<file path="src/rtl/rd_burst_ctrl.sv">
// rd_burst_ctrl: read-side burst controller for a single-clock FIFO.
// It tracks occupancy from the write and pop strobes. A burst is armed when the
// fill threshold is reached or when full is asserted. The controller then presents
// rd_valid with a ready handshake until the entries present at burst start have
// been popped.
// Optional feature: define RD_BURST_TIMEOUT_EN to enable the partial-flush timeout.
// When it is enabled, partial data that has sat idle for TIMEOUT_CYCLES cycles is
// flushed.
//
// state | meaning
// IDLE  | waiting for threshold / full (/ timeout) with non-empty FIFO
// BURST | presenting rd_valid, counting pops against the length latched at start
// DONE  | single cycle, burst_done pulse, rd_valid low
module rd_burst_ctrl #(
  parameter int FIFO_DEPTH     = 8,
  parameter int COUNTER_WIDTH  = 3,
  parameter int TIMEOUT_CYCLES = 16,
  parameter int TIMEOUT_WIDTH  = 5
) (
  input  logic                     rd_clk,
  input  logic                     reset,
  input  logic                     wr_en,
  input  logic                     full,
  input  logic                     rd_ready,
  input  logic [COUNTER_WIDTH:0]   thresh,
  output logic                     rd_valid,
  output logic                     rd_en,
  output logic [COUNTER_WIDTH:0]   level,
  output logic                     burst_active,
  output logic                     burst_done
);

  localparam int CW = COUNTER_WIDTH + 1;
  localparam logic [COUNTER_WIDTH:0] DEPTH   = CW'(FIFO_DEPTH);
  localparam logic [COUNTER_WIDTH:0] CNT_ONE = CW'(1);

  if (FIFO_DEPTH < 1 || FIFO_DEPTH > (1 << COUNTER_WIDTH)) begin : g_bad_depth
    $error("rd_burst_ctrl: FIFO_DEPTH does not fit COUNTER_WIDTH");
  end
  if (TIMEOUT_CYCLES < 1 || TIMEOUT_CYCLES > (1 << TIMEOUT_WIDTH)) begin : g_bad_tmo
    $error("rd_burst_ctrl: TIMEOUT_CYCLES does not fit TIMEOUT_WIDTH");
  end

  typedef enum logic [1:0] {
    IDLE  = 2'd0,
    BURST = 2'd1,
    DONE  = 2'd2
  } state_t;

  state_t                 state;
  state_t                 state_nxt;
  logic [COUNTER_WIDTH:0] burst_cnt;
  logic [COUNTER_WIDTH:0] burst_len;
  logic [COUNTER_WIDTH:0] eff_thr;
  logic [COUNTER_WIDTH:0] level_nxt;
  logic                   level_inc;
  logic                   thr_hit;
  logic                   tmo_fire;
  logic                   start;

  // Out-of-range thresholds fall back to "wait until the FIFO is full".
  always_comb begin
    eff_thr = thresh;
    if (thresh == '0 || thresh > DEPTH) eff_thr = DEPTH;
  end

  assign thr_hit = (level != '0) && ((level >= eff_thr) || full);

`ifdef RD_BURST_TIMEOUT_EN
  logic [TIMEOUT_WIDTH-1:0] tmo_cnt;
  logic                     tmo_run;

  assign tmo_run  = (state == IDLE) && (level != '0) && (level < eff_thr) && !full;
  assign tmo_fire = tmo_run && (tmo_cnt == TIMEOUT_WIDTH'(TIMEOUT_CYCLES - 1));

  // Idle-age counter for partial data. Any write restarts the wait.
  always_ff @(posedge rd_clk) begin
    if (reset) begin
      tmo_cnt <= '0;
    end else if (!tmo_run || wr_en || tmo_fire) begin
      tmo_cnt <= '0;
    end else begin
      tmo_cnt <= tmo_cnt + TIMEOUT_WIDTH'(1);
    end
  end
`else
  assign tmo_fire = 1'b0;
`endif

  assign start = (state == IDLE) && (thr_hit || tmo_fire);

  // Writes at full capacity are dropped. A simultaneous write and pop cancel out.
  assign level_inc = wr_en && (level < DEPTH);

  always_comb begin
    level_nxt = level;
    case ({level_inc, rd_en})
      2'b10:   level_nxt = level + CNT_ONE;
      2'b01:   level_nxt = level - CNT_ONE;
      default: level_nxt = level;
    endcase
  end

  // State register, occupancy, and burst bookkeeping.
  always_ff @(posedge rd_clk) begin
    if (reset) begin
      state     <= IDLE;
      level     <= '0;
      burst_cnt <= '0;
      burst_len <= '0;
    end else begin
      state <= state_nxt;
      level <= level_nxt;
      if (start) begin
        burst_len <= level;
        burst_cnt <= '0;
      end else if (rd_en) begin
        burst_cnt <= burst_cnt + CNT_ONE;
      end
    end
  end

  // Next-state and handshake decode. burst_len is frozen, so later writes cannot extend a burst.
  always_comb begin
    state_nxt = state;
    rd_valid  = 1'b0;
    case (state)
      IDLE: begin
        if (start) state_nxt = BURST;
      end
      BURST: begin
        rd_valid = (level != '0);
        if (rd_valid && rd_ready && (burst_cnt == burst_len - CNT_ONE)) state_nxt = DONE;
      end
      DONE: begin
        state_nxt = IDLE;
      end
      default: begin
        state_nxt = IDLE;
      end
    endcase
  end

  assign rd_en        = rd_valid & rd_ready;
  assign burst_active = (state == BURST);
  assign burst_done   = (state == DONE);

endmodule

</file>
<file path="config.mk">
export PLATFORM = sky130hd
export DESIGN_NAME = rd_burst_ctrl
export DESIGN_NICKNAME = d
export VERILOG_FILES = /design/src/rtl/rd_burst_ctrl.sv
export SDC_FILE = /design/constraint.sdc
export NUM_CORES = 1
export LEC_CHECK = 0
export CORE_MARGIN = 4
export CORE_UTILIZATION = 35
export DETAILED_ROUTE_END_ITERATION = 6
export GPL_ROUTABILITY_DRIVEN = 0
export PLACE_DENSITY = 0.63
export SYNTH_ARGS = -nofsm -noshare
export SYNTH_HDL_FRONTEND = slang
export SYNTH_SLANG_ARGS = --single-unit
</file>
<file path="constraint.sdc">
create_clock -name rd_clk -period 7.75 [get_ports rd_clk]
set_input_delay 1.9375 -clock rd_clk [delete_from_list [all_inputs] [get_ports rd_clk]]
set_output_delay 1.9375 -clock rd_clk [all_outputs]
set_load 0.02 [all_outputs]
</file>
* After elaboration in Yosys (flattened, before gate mapping)
Cells that the tools add are included.
Storage, ports and cells: bits in registers 14, latch bits 0, memory bits (writable) 0, ROM bits 0, output and inout bits 8, logic and storage cells 38, memories 0
Cells by class: $add $sub $neg 4, $mul 0, div/mod/pow operators 0, order comparisons 3, equality and inequality tests 7, shifts and indexed selects 0, mux-type cells 6, bitwise operators 1, reduce and logical (&&, ||, !) cells 13
Operators with widths (number):
- $add 4x1->4 const B | 2
- $pmux 4 s2 | 1
- $sub 4x1->4 const B | 2
- $logic_and 1x1->1 | 5
- $eq 2x1->1 const B | 2
- $eq 2x2->1 const B | 2
- $eq 4x4->1 | 1
- $ge 4x4->1 | 1
- $gt 4x4->1 const B | 1
- $logic_not 4->1 | 1
- $lt 4x4->1 const B | 1
- $mux 2 | 2
- $mux 4 | 1
- $pmux 2 s2 | 1
- $reduce_bool 4->1 | 1
- $logic_not 2->1 | 1
- $logic_or 1x1->1 | 2
- $ne 2x1->1 const B | 1
- $ne 2x2->1 const B | 1
- $reduce_and 2->1 | 1
- $reduce_bool 2->1 | 1
- $reduce_or 2->1 | 1
- $and 1x1->1 | 1
- $mux 1 | 1

* Depth between registers and ports, before layout
depth after elaboration 9, gate-level depth with buffers 11, gate-level depth less buffers 9

* Worst setup path after synthesis
OpenSTA, ideal clock, no wires.
kind in2out, from input port rd_ready, to output port rd_en, arrival 2213 ps, required time 5812 ps, setup slack 3600 ps, cell stages on the path 2, buffers on the path 1, cells stage by stage and3_4 buf_6
Between the ends: cells in the longest elaborated chain, start to end 1
Ends and longest elaborated chain:
- start, declared | line 24 | input logic rd_ready,
- $and 1x1->1 | line 144 | assign rd_en = rd_valid & rd_ready;
- end, declared | line 27 | output logic rd_en,
Every way passes these cells.

* Worst setup path in the final report
Ends and elaborated chain as after synthesis.

==> out/results.tsv <==
metric	value	unit
status	finished, final reports clean	
largest net degree at the start of global routing	9	
Yosys warnings	0	
hold_buf cts	0	
fin crit period	5.25	ns
initial drt markers	9	
clock buffer count from CTS	3	
WHS	0.523	ns
Post-CTS Resized	0	
# H-tree levels	1	
chip height	58.3	µm
final count of hold timing violations	0	
Final Power	0.000184	W
highest clock rate	191	MHz
vias in the first global route	721	
Seq/Total Area, Yosys	31.6	%
Worst-Skew Late Latency	0.27	ns
TritonCTS Sinks	14	
fin nets	136	
Starting Density	38.2	%
All-Layer GR Usage	11.8	%
Final period util	67.7	%
most frequent cells in the layout	16 x clkdlybuf4s50_1, 14 x dfxtp_1, 13 x nor2_1	
Routed WL per cell	12.6	µm
CORE AREA	2320	µm²
Critical Path Start Type	input port	
CTS tree	built	
Slew Limit Fails	0	
Peak VDD IR	0.111	mV
slew at the pin closest to its max-slew limit	0.571	ns
CP Data Arrival Time	3.31	ns
Setup TNS	0	ns
Row Count	17	
width of the chip	58.3	µm
Cell Area, Synth	886	µm²
Netlist cell types	32	
syn nets	118	
flops & latches, synth	14	
antenna cell count	0	
Worst Path Max Fanout	4	
RSZ-0062 raised after global routing	no	
Post-CTS Repair Setup Buffers	0	
Placed Cells	140	
HP Class	flip-flop to flip-flop	
layout cell share with drive strength beyond 1	6.09	%
Final Non-Filler Cells	143	
DRT antenna net count	0	
Setup crit end kind	output port	
DP Wirelength	1440	µm
Synth async-reset ratio	0	%
Worst R2R Setup Slack	4.83	ns
Synth Instances	99	
relative slew slack	61.9	%
EDFF count, synth	0	
Detailed Routing Iterations Pass 1	4	
max_cap viols	0	
Synth-to-Final Area Change	22.3	%
WL final	1800	µm
clock tree buffer depth	2	
Layout Utilization	46.7	%
via count	744	
Pwr per Cell Area	169	nW/µm²
Required @ worst endpoint	5.81	ns
CTS clock-pin slew for the worst setup and hold paths	0.08	ns
Synth Area per Inst	8.95	µm²
most common cell after layout, fill and taps aside	clkdlybuf4s50_1	
Final Setup Violations	0	
Crit Path Class	input port to output port	
Die ar.	3400	µm²
DRC viols	0	
# IOs	17	
first-pass GRT wire length	3110	µm
clock root cell	clkbuf_4	
PortBufs	16	
leakage	0.431	nW
Congestion Overflow GR	0	
Most used DFF post-synth	dfxtp_1	
initial antenna violation count	0	
clk_skew	0.00373	ns
vias per cell	5.20	
synthesized netlist by cell type, drive strengths merged, types with 2 or more instances:
cell type / n / share of area, %
dfxtp: 14 / 32
nor2: 13 / 5.5
ha: 9 / 13
xor2: 6 / 5.9
a21oi: 5 / 2.8
inv: 5 / 2.1
nand2b: 5 / 3.5
xnor2: 5 / 4.9
a22o: 4 / 4.0
and3: 3 / 2.7
nand4: 3 / 2.1
nor2b: 3 / 2.1
nor3: 3 / 1.7
a31oi: 2 / 1.4
buf: 2 / 1.8
nand3: 2 / 1.1
or4: 2 / 1.7
where the power goes:
group          switching (W)   total, W  internal (W)
sequential        0.00000583  0.0000822     0.0000764
clock              0.0000210  0.0000389     0.0000180
combinational      0.0000342  0.0000624     0.0000281
total              0.0000610   0.000184      0.000122
routing by layer:
layer	part of all wire (%)	track usage (%)
met2	46	19.3
met1	48	14.3
met5	0	0
met3	5.1	4.61
met4	0.39	2.98
flip-flops by register name (all words and copies together) (netlist names):
register   cells
burst_len      4
state          2
level          4
burst_cnt      4
cell families (layout without fill, tap and decap cells):
group | Yosys count | in the layout | synth area share [%]
and+or+nand+nor | 38 | 38 | 23.0
AOI/OAI and AO/OA | 17 | 17 | 14.0
DFF | 14 | 14 | 31.6
xor gates and xnor gates | 11 | 11 | 10.9
adders and majority gates | 10 | 10 | 15.0
buffers and inverters | 8 | 24 | 4.38
muxes | 1 | 1 | 1.13
through the flow:
stage                     instance area (µm²)  setup slack [ns]
after floorplan                           886              3.60
after global placement                   1060              2.52
after detailed placement                 1060              2.50
after CTS                                1080              2.49
after global routing                     1080              2.46
final                                    1080              2.50
final cells by class:
class                   count  area [µm²]
repair buffers             16         160
fillers                   230        1230
well taps                  28        35.0
multi-input cells          77         567
inverters                   5        18.8
clock buffers               3        22.5
flip-flops and latches     14         280
critical path: stages:
cell             delay (ns)
clkdlybuf4s50_1        0.53
and3_4                 0.24
clkdlybuf4s50_1        0.60
worst paths after layout:
path,start,to,depth (start not counted)
min,burst_len[1],burst_len[1],1
max,rd_ready,rd_en,3
max reg2reg,level[0],level[3],8
min reg2reg,burst_len[1],burst_len[1],1
No activity file was read; power rests on OpenSTA's default activity.
